$ cat src/rtl/keypad_pkg.sv
// Shared definitions for the 4x4 keypad scanner: state encoding, matrix size, row classifier.
package keypad_pkg;

    localparam int unsigned NUM_COLS = 4;
    localparam int unsigned NUM_ROWS = 4;
    localparam int unsigned COL_W    = 2;
    localparam int unsigned ROW_W    = 2;

    typedef enum logic [1:0] {
        SCAN     = 2'd0,
        DEBOUNCE = 2'd1,
        HELD     = 2'd2
    } state_t;

    // Result of looking at one row sample: single is set only when exactly one row is low.
    typedef struct packed {
        logic             single;
        logic [ROW_W-1:0] row;
    } row_class_t;

    // Classify a pulled-up row sample; chords (two or more lows) read as "nothing pressed".
    function automatic row_class_t classify_rows(input logic [NUM_ROWS-1:0] rows);
        row_class_t  res;
        int unsigned zeros;
        res.single = 1'b0;
        res.row    = '0;
        zeros      = 0;
        for (int i = 0; i < NUM_ROWS; i++) begin
            if (!rows[i]) begin
                zeros   = zeros + 1;
                res.row = ROW_W'(i);
            end
        end
        res.single = (zeros == 1);
        return res;
    endfunction

endpackage

$ cat src/rtl/keypad_matrix_scanner_sync.sv
// Two-flop synchronizer for asynchronous level inputs; resets to all ones (idle pulled-up lines).
module sync_2ff #(
    parameter int unsigned WIDTH = 1
) (
    input  logic             clk,
    input  logic             rst,
    input  logic [WIDTH-1:0] i_d,
    output logic [WIDTH-1:0] o_q
);

    logic [WIDTH-1:0] r_meta;
    logic [WIDTH-1:0] r_sync;

    // Two-stage capture to resolve metastability on the raw pins.
    always_ff @(posedge clk) begin
        if (rst) begin
            r_meta <= '1;
            r_sync <= '1;
        end else begin
            r_meta <= i_d;
            r_sync <= r_meta;
        end
    end

    assign o_q = r_sync;

endmodule

$ cat src/rtl/keypad_matrix_scanner.sv
// 4x4 keypad scanner: walks active-low columns, debounces press and release,
// and reports each accepted press as a one-cycle key_valid plus a held level.
module keypad_matrix_scanner
    import keypad_pkg::*;
#(
    parameter int unsigned SCAN_DIV       = 2500,
    parameter int unsigned DEBOUNCE_SCANS = 3
) (
    input  logic                clk,
    input  logic                rst,
    input  logic [NUM_ROWS-1:0] keyboard_row,
    output logic [NUM_COLS-1:0] keyboard_col,
    output logic [3:0]          key_code,
    output logic                key_valid,
    output logic                key_held
);

    localparam int unsigned        PRESC_W    = (SCAN_DIV > 2) ? $clog2(SCAN_DIV) : 1;
    localparam int unsigned        CNT_W      = 4;
    localparam logic [PRESC_W-1:0] PRESC_MAX  = PRESC_W'(SCAN_DIV - 1);
    localparam logic [CNT_W-1:0]   DEB_TARGET = CNT_W'(DEBOUNCE_SCANS);

    logic [PRESC_W-1:0]  r_presc;
    state_t              r_state;
    logic [COL_W-1:0]    r_col_idx;
    logic [NUM_COLS-1:0] r_col;
    logic [ROW_W-1:0]    r_cand_row;
    logic [CNT_W-1:0]    r_cnt;
    logic [3:0]          r_key_code;
    logic                r_key_valid;
    logic                r_key_held;

    logic [NUM_ROWS-1:0] w_row_s;
    logic                w_tick;
    row_class_t          w_cls;
    logic                w_match;
    logic [CNT_W-1:0]    w_cnt_inc;
    logic [COL_W-1:0]    w_col_next;
    logic [NUM_COLS-1:0] w_col_drive_next;

    sync_2ff #(
        .WIDTH (NUM_ROWS)
    ) u_row_sync (
        .clk (clk),
        .rst (rst),
        .i_d (keyboard_row),
        .o_q (w_row_s)
    );

    assign w_tick           = (r_presc == PRESC_MAX);
    assign w_cls            = classify_rows(w_row_s);
    assign w_match          = w_cls.single && (w_cls.row == r_cand_row);
    assign w_cnt_inc        = CNT_W'(r_cnt + CNT_W'(1));
    assign w_col_next       = COL_W'(r_col_idx + COL_W'(1));
    assign w_col_drive_next = ~(NUM_COLS'(1) << w_col_next);

    // Free-running scan-tick prescaler.
    always_ff @(posedge clk) begin
        if (rst) begin
            r_presc <= '0;
        end else if (w_tick) begin
            r_presc <= '0;
        end else begin
            r_presc <= PRESC_W'(r_presc + PRESC_W'(1));
        end
    end

    // Scan / debounce / held state machine; all decisions are taken on scan ticks only.
    always_ff @(posedge clk) begin
        if (rst) begin
            r_state     <= SCAN;
            r_col_idx   <= '0;
            r_col       <= 4'b1110;
            r_cand_row  <= '0;
            r_cnt       <= '0;
            r_key_code  <= '0;
            r_key_valid <= 1'b0;
            r_key_held  <= 1'b0;
        end else begin
            r_key_valid <= 1'b0;
            if (w_tick) begin
                case (r_state)
                    SCAN: begin
                        if (w_cls.single) begin
                            r_cand_row <= w_cls.row;
                            if (DEBOUNCE_SCANS == 1) begin
                                r_key_code  <= {w_cls.row, r_col_idx};
                                r_key_valid <= 1'b1;
                                r_key_held  <= 1'b1;
                                r_cnt       <= '0;
                                r_state     <= HELD;
                            end else begin
                                r_cnt   <= CNT_W'(1);
                                r_state <= DEBOUNCE;
                            end
                        end else begin
                            r_col_idx <= w_col_next;
                            r_col     <= w_col_drive_next;
                        end
                    end
                    DEBOUNCE: begin
                        if (w_match) begin
                            if (w_cnt_inc == DEB_TARGET) begin
                                r_key_code  <= {r_cand_row, r_col_idx};
                                r_key_valid <= 1'b1;
                                r_key_held  <= 1'b1;
                                r_cnt       <= '0;
                                r_state     <= HELD;
                            end else begin
                                r_cnt <= w_cnt_inc;
                            end
                        end else begin
                            r_cnt     <= '0;
                            r_state   <= SCAN;
                            r_col_idx <= w_col_next;
                            r_col     <= w_col_drive_next;
                        end
                    end
                    HELD: begin
                        // cnt here counts consecutive "released" samples.
                        if (w_match) begin
                            r_cnt <= '0;
                        end else if (w_cnt_inc == DEB_TARGET) begin
                            r_key_held <= 1'b0;
                            r_cnt      <= '0;
                            r_state    <= SCAN;
                            r_col_idx  <= w_col_next;
                            r_col      <= w_col_drive_next;
                        end else begin
                            r_cnt <= w_cnt_inc;
                        end
                    end
                    default: begin
                        r_cnt   <= '0;
                        r_state <= SCAN;
                    end
                endcase
            end
        end
    end

    assign keyboard_col = r_col;
    assign key_code     = r_key_code;
    assign key_valid    = r_key_valid;
    assign key_held     = r_key_held;

endmodule

$ cat config.mk
export PLATFORM = sky130hd
export DESIGN_NAME = keypad_matrix_scanner
export DESIGN_NICKNAME = d
export VERILOG_FILES = /design/src/rtl/keypad_pkg.sv /design/src/rtl/keypad_matrix_scanner_sync.sv /design/src/rtl/keypad_matrix_scanner.sv
export SDC_FILE = /design/constraint.sdc
export NUM_CORES = 1
export LEC_CHECK = 0
export CAP_MARGIN = 20
export CELL_PAD_IN_SITES_DETAIL_PLACEMENT = 1
export CELL_PAD_IN_SITES_GLOBAL_PLACEMENT = 2
export CORE_MARGIN = 2
export CORE_UTILIZATION = 36
export DETAILED_ROUTE_END_ITERATION = 10
export PLACE_DENSITY = 0.84
export SETUP_SLACK_MARGIN = 0.5
export SLEW_MARGIN = 20
export SYNTH_ARGS = -nofsm -noshare
export SYNTH_HDL_FRONTEND = slang
export SYNTH_SLANG_ARGS = --single-unit
$ cat constraint.sdc
create_clock -name clk -period 3.63 [get_ports clk]
set_input_delay 0.726 -clock clk [delete_from_list [all_inputs] [get_ports clk]]
set_output_delay 0.726 -clock clk [all_outputs]
set_load 0.01 [all_outputs]
==> reports/qor.txt, run 1 <==
total wire length = 4350 um
overall global routing resource usage = 14.7%
sequential cell area = 801 sq um
area added between synthesis and finish = 17.4%
unrepaired setup endpoints after global routing = true
RePlAce Congestion = 0.774
Ys Warns = 0
Num CTS Buffers = 5
pwr dens = 375 mW/mm^2
worst slew pin tran = 685 ps
synth unique cells = 48
insertion delay of the later-clocked pin in the worst-skew pair = 290 ps
remaining design rule violation count = 0
TritonCTS clock tree = done
net switching power figure = 199 uW
list of most frequent post-synthesis cells = 40 x sky130_fd_sc_hd__dfxtp_1, 28 x sky130_fd_sc_hd__nor2_1, 12 x sky130_fd_sc_hd__nand2_1
DR vias = 1581
slack of the critical path = 734 ps
cell-by-cell listing of the critical path = inv_1, ha_1, xnor2_1, ha_1, nor4b_1, nor4_2, nor2_2, a211oi_2, or2_2, a21o_1
maximum number of pins on one net before global-route repair = 23
worst voltage drop across the vdd grid = 0.000200 V
average wire per cell in the routed design = 13.9 um
Tightest Hold Check Type = reg2reg
leak pwr = 0.903 nW
required time reported for the critical path endpoint = 3830 ps
starting DRC count in detailed routing = 56
FP Rows = 27
I/O pin cnt = 16
Longest Clk Path Bufs = 2
maximum single-stage delay on the critical path = 400 ps
cell mode on critical path = sky130_fd_sc_hd__ha_1
Synth Register Bits = 40
Setup Skew = 6.55 ps
height of the die = 79.2 um
total congestion overflow after global routing = 0
power share of the clock group = 43.2%
post-DR vias/cell = 5.07
part of the power in combinational logic = 6.5%
capture endpoint of the worst hold path = u_row_sync.o_q[0]
capturing element type of the critical path = flop
Critical Path Slowest Stage Cell = sky130_fd_sc_hd__dfxtp_1
detailed-router iteration count before antenna repair = 4
arrival time of data at the critical path endpoint = 3090 ps
number of buffers inserted by hold repair at cts = 0
antenna violations before repair = 0
max_cap viols = 0
CTS root buf = sky130_fd_sc_hd__clkbuf_8
number of instances in the synthesized netlist = 222
overall die area = 0.00628 sq mm
cell type group with the largest total delay on the critical path = simple AND/OR/NAND/NOR gates
ranking of synthesized cells by area = sky130_fd_sc_hd__dfxtp_1 39%, sky130_fd_sc_hd__ha_1 6.1%, sky130_fd_sc_hd__nor2_1 5.2%
async set-or-reset flop fraction in the synthesized netlist = 0%
kind of start point of the critical path = flop
Max-slew headroom = 53.9%
total chip power = 897 uW
library cell with the highest instance count after synthesis = sky130_fd_sc_hd__dfxtp_1
min cycle time layout = 2900 ps
Filler cells = 654
sequential cell fraction of total power = 50.3%
initial standard-cell utilization of the core = 37.2%
part of the Yosys area used for sequential elements = 39.3%
cell depth of the worst hold path = 1
number of sinks on the clock net = 40
cell area after placement = 0.00224 sq mm
total count of hold-check failures in the final report = 0
number of failing setup endpoints in the final timing report = 0
maximum clock frequency = 345 MHz
prevailing post-synth register cell = sky130_fd_sc_hd__dfxtp_1
footprint of the multi-input gates = 0.00117 sq mm
number of enable-type register cells in the synthesized netlist = 0
Core ar. = 0.00547 sq mm
design area = 0.00239 sq mm
hold slack = 414 ps
biggest area consumer among synthesized cells = sky130_fd_sc_hd__dfxtp_1
Net Count, Synth = 238
result of the run = complete, no violations
area share of the largest cell type after synthesis = 39.3%
vias in the first global route = 1546
critical path class = reg2reg
wire length of the first global-routing pass = 7220 um
Reg-to-Reg End = keyboard_col[2]
worst hold start = u_row_sync.r_meta[0]
Mapped Avg Cell Area = 9.18 sq um
Worst Setup Slack post-DPL = 640 ps
Worst-path clk slew = 80 ps
post-detail-place hpwl = 3100 um
R2R cell count = 10
highest fanout seen on the critical path = 6
Crit path buffers/inverters = 1
internal power consumption = 698 uW
final antenna diode count = 0
FF-to-FF setup slack = 730 ps
switching share of total power = 22.2%
sum of negative setup slack = 0 ps
H-tree depth = 2
Post-DRT Antenna Nets = 0
start of the worst register-to-register path = u_row_sync.o_q[1]
DIE WIDTH = 79.2 um
post-synthesis instance area = 0.00204 sq mm
final cycle utilization of the critical path = 79.8%
total number of nets in the final design = 255
count of buffers from port buffering = 15
final count of pins violating max slew = 0
share of post-route cells with drive strength above 1 = 15.0%
## worst reg2reg max path: stages, from the launching register on
cell and delay (ps):
sky130_fd_sc_hd__dfxtp_1 400, sky130_fd_sc_hd__inv_1 70, sky130_fd_sc_hd__ha_1 350, sky130_fd_sc_hd__xnor2_1 160, sky130_fd_sc_hd__ha_1 310, sky130_fd_sc_hd__nor4b_1 340, sky130_fd_sc_hd__nor4_2 140, sky130_fd_sc_hd__nor2_2 380
sky130_fd_sc_hd__a211oi_2 190, sky130_fd_sc_hd__or2_2 310, sky130_fd_sc_hd__a21o_1 160
## state kept, by name, indices dropped and copies added, names as in the netlist
name	flops
r_presc	12
key_code	4
keyboard_col	4
r_cnt	4
u_row_sync.o_q	4
u_row_sync.r_meta	4
r_cand_row	2
r_col_idx	2
r_state	2
key_held	1
key_valid	1
## layer usage
metal | track usage, % | wire (um)
met5 | 0 | 0
met2 | 23.8 | 2090
met1 | 18.8 | 2150
met4 | 6.90 | 53
met3 | 2.84 | 63
## how the worst max path moves through the flow
stage               slack [ps]         startpoint              end  depth (start not counted)
finish                     730  u_row_sync.o_q[1]  keyboard_col[2]                         10
global route               500  u_row_sync.o_q[1]         r_cnt[2]                         10
CTS                        620  u_row_sync.o_q[1]  keyboard_col[2]                         10
detailed placement         640  u_row_sync.o_q[1]  keyboard_col[2]                         10
global placement           760  u_row_sync.o_q[1]     r_col_idx[1]                         10
floorplan                  960  u_row_sync.o_q[1]       r_state[1]                         10
## power groups by stage
stage | clock network, mW | logic [mW] | registers [mW]
detailed placement | 0 | 0.0544 | 0.462
floorplan | 0 | 0.0438 | 0.459
CTS | 0.399 | 0.0548 | 0.451
global route | 0.417 | 0.0643 | 0.453
finish | 0.387 | 0.0582 | 0.451
global placement | 0 | 0.0533 | 0.461
## final cells by class
type	count	area share, %
timing repair buffer	18	7.22
inverter	10	1.57
tap	72	3.77
sequential	40	33.5
multi-input combinational	164	48.9
clock inverter	2	1.62
clock buffer	6	3.45
## through the flow
stage	util (%)	std cells
2_1_floorplan	-	222
3_3_place_gp	40.9	301
3_5_place_dp	40.9	301
4_1_cts	43.2	309
5_1_grt	43.7	312
6_report	43.7	312
## cells by family after synthesis
family | share of synthesized area [%]
compound gates | 13.1
simple gates | 26.0
xor+xnor | 6.02
mux | 5.46
buf+inv | 4.05
fa+ha+maj | 6.14
flops | 39.3
## timing repair
item	in CTS	in global routing
buffers inserted	0	2
gates resized for setup	0	1
setup endpoints to repair	0	8
## placed cells by master (no fill, tap or decap), types with 2 or more instances in the layout
| master | n |
|---|---|
| sky130_fd_sc_hd__dfxtp_1 | 40 |
| sky130_fd_sc_hd__nor2_1 | 27 |
| sky130_fd_sc_hd__clkdlybuf4s50_1 | 15 |
| sky130_fd_sc_hd__nand2_1 | 12 |
| sky130_fd_sc_hd__nand3_1 | 11 |
| sky130_fd_sc_hd__or2_2 | 11 |
| sky130_fd_sc_hd__inv_1 | 10 |
| sky130_fd_sc_hd__mux2i_1 | 10 |
| sky130_fd_sc_hd__ha_1 | 10 |
| sky130_fd_sc_hd__xnor2_1 | 7 |
| sky130_fd_sc_hd__xor2_1 | 7 |
| sky130_fd_sc_hd__o21ai_0 | 6 |
| sky130_fd_sc_hd__clkbuf_8 | 6 |
| sky130_fd_sc_hd__nor2b_1 | 5 |
| sky130_fd_sc_hd__and3_1 | 5 |
| sky130_fd_sc_hd__nand3b_1 | 4 |
| sky130_fd_sc_hd__a21o_1 | 4 |
| sky130_fd_sc_hd__a21oi_1 | 3 |
| sky130_fd_sc_hd__nor4b_1 | 3 |
| sky130_fd_sc_hd__a31oi_1 | 3 |
| sky130_fd_sc_hd__a211oi_1 | 3 |
| sky130_fd_sc_hd__buf_4 | 3 |
| sky130_fd_sc_hd__nor4bb_1 | 2 |
| sky130_fd_sc_hd__a211oi_4 | 2 |
| sky130_fd_sc_hd__nand2b_1 | 2 |
| sky130_fd_sc_hd__a311oi_1 | 2 |
| sky130_fd_sc_hd__o31ai_2 | 2 |
(Power assumes the default switching activity.)
==> run 2, diff against run 1 <==
- clock period: 3.63 -> 2.8 ns (I/O delays scaled with it)
==> reports/qor.txt, run 2 (synthesis gave the netlist of run 1 again) <==
Tightest Hold Check Type = reg2reg
area added between synthesis and finish = 26.9%
cell mode on critical path = sky130_fd_sc_hd__buf_4
RePlAce Congestion = 0.738
wire length of the first global-routing pass = 7660 um
remaining design rule violation count = 0
sequential cell area = 806 sq um
arrival time of data at the critical path endpoint = 2810 ps
Worst-path clk slew = 80 ps
height of the die = 79.2 um
Longest Clk Path Bufs = 2
min cycle time layout = 2600 ps
Num CTS Buffers = 5
number of sinks on the clock net = 40
count of buffers from port buffering = 15
post-DR vias/cell = 4.97
total congestion overflow after global routing = 0
highest fanout seen on the critical path = 4
maximum single-stage delay on the critical path = 360 ps
detailed-router iteration count before antenna repair = 4
final cycle utilization of the critical path = 92.8%
post-detail-place hpwl = 3180 um
FF-to-FF setup slack = 200 ps
Critical Path Slowest Stage Cell = sky130_fd_sc_hd__dfxtp_4
CTS root buf = sky130_fd_sc_hd__clkbuf_8
leak pwr = 0.996 nW
Core ar. = 0.00547 sq mm
overall global routing resource usage = 15.7%
insertion delay of the later-clocked pin in the worst-skew pair = 300 ps
final antenna diode count = 0
overall die area = 0.00628 sq mm
register containing the most flip-flops in the final layout = r_presc
maximum number of pins on one net before global-route repair = 23
max_cap viols = 0
cell-by-cell listing of the critical path = inv_2, ha_4, xnor2_4, ha_4, nor4b_4, nor4_2, buf_4, a211oi_4, buf_4, nand4_4, buf_4, a311oi_1
total number of nets in the final design = 265
footprint of the multi-input gates = 0.00125 sq mm
DR vias = 1599
share of post-route cells with drive strength above 1 = 22.8%
worst slew pin tran = 697 ps
initial standard-cell utilization of the core = 37.2%
Post-DRT Antenna Nets = 0
required time reported for the critical path endpoint = 3010 ps
utilization after layout = 47.3%
TritonCTS clock tree = done
average wire per cell in the routed design = 14.2 um
DIE WIDTH = 79.2 um
total count of hold-check failures in the final report = 0
Final Instance Count excl. Fillers = 322
most common cell after layout, fill and taps aside = sky130_fd_sc_hd__dfxtp_1
number of buffers inserted by hold repair at cts = 0
pwr dens = 468 mW/mm^2
final count of pins violating max slew = 0
capturing element type of the critical path = flop
Setup Skew = 8.24 ps
max FFs per register = 12
antenna violations before repair = 0
starting DRC count in detailed routing = 56
H-tree depth = 2
unrepaired setup endpoints after global routing = true
result of the run = complete, no violations
critical path class = reg2reg
vias in the first global route = 1594
FP Rows = 27
Max-slew headroom = 53.1%
number of instances in the placed design = 305
total wire length = 4580 um
sum of negative setup slack = 0 ps
number of failing setup endpoints in the final timing report = 0
Filler cells = 645
most used cells in the layout excluding fill and tap cells = 38 x sky130_fd_sc_hd__dfxtp_1, 27 x sky130_fd_sc_hd__nor2_1, 15 x sky130_fd_sc_hd__clkdlybuf4s50_1, 12 x sky130_fd_sc_hd__nand2_1, 12 x sky130_fd_sc_hd__buf_4
kind of start point of the critical path = flop
worst voltage drop across the vdd grid = 0.000328 V
I/O pin cnt = 16
maximum clock frequency = 385 MHz
-- run 2: power breakdown --
part,internal [mW],switching [mW]
logic,0.0582,0.0525
clock network,0.314,0.200
registers,0.577,0.00732
total,0.950,0.260
-- run 2: final timing paths --
check	start	end	depth (start not counted)
hold / removal	u_row_sync.r_meta[1]	u_row_sync.o_q[1]	1
setup reg to reg	u_row_sync.o_q[1]	r_state[1]	12
hold reg to reg	u_row_sync.r_meta[1]	u_row_sync.o_q[1]	1
setup / recovery	u_row_sync.o_q[1]	r_state[1]	12
-- run 2: per-stage QoR --
stage                     total power [mW]  worst slack, ps  area [sq um]  hold slack (ps)
after floorplan                      0.657              326          2080              389
after global placement               0.681              205          2310              393
after detailed placement             0.684              103          2310              395
after CTS                             1.21              174          2490              412
after global routing                  1.26             37.1          2590              442
final                                 1.21              201          2590              412
-- run 2: layer usage --
metal / global-route usage (%) / part of all wire [%] / vias to the layer above / wire length [um]
li1: - / - / 822 / -
met1: 20.6 / 46 / 760 / 2120
met2: 25.7 / 50 / 14 / 2310
met3: 3.75 / 2.2 / 3 / 100
met4: 4.31 / 0.96 / 0 / 44
met5: 0 / 0 / - / 0
-- run 2: worst max-delay path, delay by kind of cell, from the launching register on --
| kind | cells | cell delay (ps) |
|---|---|---|
| compound gates | 2 | 540 |
| xor+xnor | 1 | 120 |
| flops | 1 | 360 |
| fa+ha+maj | 2 | 520 |
| simple gates | 3 | 430 |
| buf+inv | 4 | 550 |
-- run 2: repair_timing --
action / 4_1_cts / 5_1_grt
pin swaps: 3 / 3
setup buffers: 5 / 4
gates resized for setup: 1 / 10
endpoints found under the setup margin: 19 / 20
-- run 2: area by class of cell --
type	instances	share of cell area, %
repair buffers	29	10.8
clock inverters	1	1.16
multi-input cells	163	48.2
clock buffers	7	3.72
inverters	10	1.45
flip-flops and latches	40	31.1
well taps	72	3.48
==> patch 1 (config.mk and constraints of run 1) <==
Reset style: asynchronous (`rst`), changed in 3 clocked blocks.
--- a/src/rtl/keypad_matrix_scanner_sync.sv
+++ b/src/rtl/keypad_matrix_scanner_sync.sv
@@ -13,5 +13,5 @@
 
     // Two-stage capture to resolve metastability on the raw pins.
-    always_ff @(posedge clk) begin
+    always_ff @(posedge clk or posedge rst) begin
         if (rst) begin
             r_meta <= '1;
--- a/src/rtl/keypad_matrix_scanner.sv
+++ b/src/rtl/keypad_matrix_scanner.sv
@@ -56,5 +56,5 @@
 
     // Free-running scan-tick prescaler.
-    always_ff @(posedge clk) begin
+    always_ff @(posedge clk or posedge rst) begin
         if (rst) begin
             r_presc <= '0;
@@ -67,5 +67,5 @@
 
     // Scan / debounce / held state machine; all decisions are taken on scan ticks only.
-    always_ff @(posedge clk) begin
+    always_ff @(posedge clk or posedge rst) begin
         if (rst) begin
             r_state     <= SCAN;
Function: same outputs for any inputs over 10 cycles, from zero or initial values and one cycle with rst high; that may be too few to reach the edited logic, so the function may still have changed.
==> patch 1 against run 1 <==
- fmax decreased by 3.7%
- design area increased by 2.0%
- core utilization increased by 0.62 points
- highest routed layer unchanged
- sequential cell count unchanged
- routed wire length decreased by 6.5%
- cell count decreased by 11%
- clock power decreased by 5.9%
- synthesized cell count decreased by 16%
- setup slack got worse by 0.11 ns
- area after synthesis increased by 0.92%
- power decreased by 2.9%
==> patch 1: results (changes against run 1) <==
* Status: finished clean
* Met2 wire len at 2.012 mm (-3.5%)
* Met2 track demand over resource at 23.87% (+0.052 points)
* Final Worst Setup Slack at 0.6232 ns (-0.1110 ns)
* Clk_skew at 0.008371 ns (+0.001822 ns)
* Util after Layout at 44.33% (+0.62 points)
* Share of cells above drive strength 1 at 21.74% (+6.7 points)
* Reg-to-reg startpoint: u_row_sync.o_q[0]
* Vias in the first global route at 1,472 (-4.8%)
* GRT Resource Usage Total at 14.66% (-0.032 points)
* GPL Wtd Cong at 0.7747 (about the same)
* Synth cell count leaders: dfrtp_1, nand2_1, nor2_1
* Hold path startpoint: u_row_sync.r_meta[2]
* Relative slew slack at 60.34% (+6.5 points)
* WL met3 at 43 um (-32%)
* Pre-CTS setup slack at 0.2718 ns (-0.3681 ns)
* Hold_ws at 0.3497 ns (-0.06406 ns)
* Reg2Reg Depth at 11 (+1)
* Syn_nets at 202 (-15%)
* Reg2Reg Setup Slack at 0.62 ns (-0.11 ns)
* Critical Path AT at 3.18 ns (+0.09 ns)
* WL met1 at 1.964 mm (-8.6%)
* Hpwl dp at 2.897 mm (-6.5%)
* Sequential fraction of the synthesis area at 49.33% (+10 points)
* Met1 GRT Util at 19.29% (+0.53 points)
* First-pass GRT wire length at 7.231 mm (about the same)
* DR iter-0 viols at 52 (-7.1%)
* CP endpoint: r_col_idx[1]
* Worst hold path cell count at 0 (-1)
* Vias post-DR at 1,425 (-9.9%)
## patch 1: cell count changes after synthesis, moves of 4 or more
cell,change
clkbuf_1,-4
dfrtp_1,+29
dfstp_2,+11
dfxtp_1,-40
mux2_2,+5
mux2i_1,-6
nor2_1,-15
or2_2,-9
## patch 1: layout make-up
class | instances | area (sq um)
Sequential cell | 40 | 1015
Tap cell | 72 | 90.09
Fill cell | 611 | 3065
Clock inverter | 3 | 42.54
Inverter | 11 | 41.29
Timing Repair Buffer | 20 | 200.2
Multi-Input combinational cell | 128 | 983.4
Clock buffer | 5 | 68.82
## patch 1: cell families (layout without fill, tap and decap cells)
| group | count (synthesis) | count (layout) | synth area share [%] |
|---|---|---|---|
| fa+ha+maj | 10 | 10 | 6.083 |
| mux | 11 | 11 | 5.961 |
| flops | 40 | 40 | 49.33 |
| buf+inv | 18 | 39 | 4.501 |
| simple gates | 71 | 71 | 20.32 |
| xor+xnor | 13 | 13 | 5.535 |
| compound gates | 23 | 23 | 8.273 |
## patch 1: critical path, cell delays in order (launching register included)
cell and delay (ns):
dfstp_2 0.54, inv_1 0.06, ha_4 0.26, xnor2_1 0.13, ha_1 0.30, nor4b_1 0.05
or4_4 0.55, and2_4 0.18, and3_4 0.17, a211oi_4 0.19, buf_12 0.16, mux2_4 0.29
## patch 1: timing repair
item,in CTS,in global routing
pin swaps,1,2
endpoints found under the setup margin,12,7
gates resized for setup,2,2
setup buffers,1,3
## patch 1: power breakdown
group          internal [W]  total [W]  switching [W]  leakage, nW
Sequential         0.000454   0.000458     0.00000415        0.506
Clock              0.000204   0.000364       0.000160       0.0541
Combinational     0.0000232  0.0000493      0.0000262        0.467
==> patch 2 (settings of run 1) <==
Without the edit above. Change the package constant `NUM_ROWS` from 4 to 2.
--- a/src/rtl/keypad_pkg.sv
+++ b/src/rtl/keypad_pkg.sv
@@ -3,5 +3,5 @@
 
     localparam int unsigned NUM_COLS = 4;
-    localparam int unsigned NUM_ROWS = 4;
+    localparam int unsigned NUM_ROWS = 2;
     localparam int unsigned COL_W    = 2;
     localparam int unsigned ROW_W    = 2;
Ports: changed (resized keyboard_row); port bits go from 16 to 14. The function was not compared with the original's and may differ.
==> patch 2 against run 1 <==
- non-clock buffer count is 5 lower
- fmax increased by 34%
- cell count fell by 20%
- area after synthesis is 18% lower
- routed wire length shrank 14%
- critical path depth fell by 4
- die area fell by 17%
- global-route usage grew 1.4 points
- sequential cell count down 6
- setup slack better by 0.73 ns
- design area down 20%
- power down 23%
- largest power group unchanged
==> patch 2: results (changes against run 1) <==
* Status: finished clean
* Met1 GRT Util at 20.71% (+1.9 points)
* Synth cell count leaders: dfxtp_1, nor2_1, nand2_1
* Worst IR drop on VDD at 0.1643 mV (-18%)
* Crit-path max cell delay at 0.46 ns (+0.06 ns)
* Critical Path AT at 2.37 ns (-0.72 ns)
* Netlist cell types at 45 (-6.3%)
* Reg2Reg Depth at 6 (-4)
* Sw frac at 21.81% (-0.40 points)
* CP endpoint: r_col_idx[0]
* Vias in the first global route at 1,418 (-8.3%)
* Sequential fraction of the synthesis area at 40.60% (+1.3 points)
* WL met1 at 1.809 mm (-16%)
* First-pass GRT wire length at 6.534 mm (-9.6%)
* Post-Syn Area per Cell at 9.112 sq um (-0.75%)
* Met2 wire len at 1.753 mm (-16%)
* Syn_nets at 195 (-18%)
* Reg2Reg Setup Slack at 1.47 ns (+0.73 ns)
* DR iter-0 viols at 25 (-55%)
* Max layer used: met4
* Clock share of power at 39.1% (-4.1 points)
* Fraction of registers with async set or reset after synthesis at 0% (unchanged)
* Crit path max fanout at 8 (+2)
* Synth Flop Type: dfxtp_1
* CP max stage cell: or3_1
* Clock Path Buffers at 2 (unchanged)
* GRT Resource Usage Total at 16.07% (+1.4 points)
* Max reg flops at 12 (unchanged)
* Inserted Diodes at 0 (unchanged)
* Met2 track demand over resource at 25.99% (+2.2 points)
* Reg-to-reg startpoint: r_presc[0]
* Synth area leaders: dfxtp_1, ha_1, nor2_1, xnor2_1, nand2_1
* YS warnings at 0 (unchanged)
* Clk slew on worst S/H paths at 0.06 ns (-0.02 ns)
* PortBufs at 12 (-3)
* Routed WL at 3.730 mm (-14%)
* TritonCTS Buffers at 5 (unchanged)
* # placed instances at 244 (-19%)
* Pin count of the biggest net entering global routing at 18 (-22%)
* Clk_skew at 0.006059 ns (-0.0004901 ns)
* Hold Buf Count CTS at 0 (unchanged)
* CP startpoint: r_presc[0]
* Share of cells above drive strength 1 at 13.13% (-1.9 points)
* Seq pwr share at 55.8% (+5.5 points)
* NumNets Final at 210 (-18%)
* GPL Wtd Cong at 0.7375 (-4.7%)
* Internal Pwr Total at 0.0005407 W (-22%)
* Critical path's top delay family: simple AND/OR/NAND/NOR gates
* Measured slew at the worst slew-check pin at 0.5206 ns (-0.1644 ns)
* Vias per cell at 5.356 (+5.7%)
* Resize count post-CTS at 0 (unchanged)
* FILL cells at 530 (-19%)
* WL met3 at 102 um (+62%)
* Hpwl dp at 2.796 mm (-9.8%)
* Initial antenna violation count at 0 (unchanged)
* Wirelength per Cell at 14.92 um (+7.0%)
* Clk_lat worst skew at 0.28 ns
* M3 GR Usage at 4.167% (+1.3 points)
* P_leak at 0.7228 nW (-20%)
[patch 2: cell count changes in the layout (fill, tap and decap cells not counted), moves of 3 or more]
cell and delta:
nand4_1 +3, clkdlybuf4s50_1 -3, mux2i_1 -7, nor2_1 -7
nor4b_1 -3, inv_1 -6, nand3_1 -3, and3_2 +4
ha_1 -3, dfxtp_1 -6, a21oi_1 +6, or2_2 -5
[patch 2: cell type report]
cell class	count	area share, %
multi-input cells	141	49.15
well taps	52	3.408
clock buffers	6	4.325
inverters	4	0.7864
flip-flops and latches	34	35.65
repair buffers	13	6.684
[patch 2: worst min path at each step]
stage                         to                  from  cells past startpoint
2_1_floorplan  u_row_sync.o_q[0]  u_row_sync.r_meta[0]                      1
3_3_place_gp   u_row_sync.o_q[1]  u_row_sync.r_meta[1]                      1
3_5_place_dp   u_row_sync.o_q[1]  u_row_sync.r_meta[1]                      1
4_1_cts        u_row_sync.o_q[1]  u_row_sync.r_meta[1]                      1
5_1_grt        u_row_sync.o_q[1]  u_row_sync.r_meta[1]                      1
6_report       u_row_sync.o_q[1]  u_row_sync.r_meta[1]                      1
[patch 2: cells by family after synthesis]
kind of cell,share of synthesized area [%]
xor gates and xnor gates,5.746
and+or+nand+nor,29.18
other,0.2237
AOI/OAI and AO/OA,12.46
DFF,40.60
muxes,3.134
buffers and inverters,3.433
adders and majority gates,5.224
[patch 2: metrics by stage]
stage	utilization (%)	hold slack [ns]	area, sq um	worst slack, ns
final	43.25	0.4128	1909	1.465
after detailed placement	41.38	0.3999	1827	1.413
after global routing	43.25	0.4299	1909	1.283
after CTS	43.25	0.4147	1909	1.423
after global placement	41.38	0.3990	1827	1.468
after floorplan	-	0.3895	1677	1.760
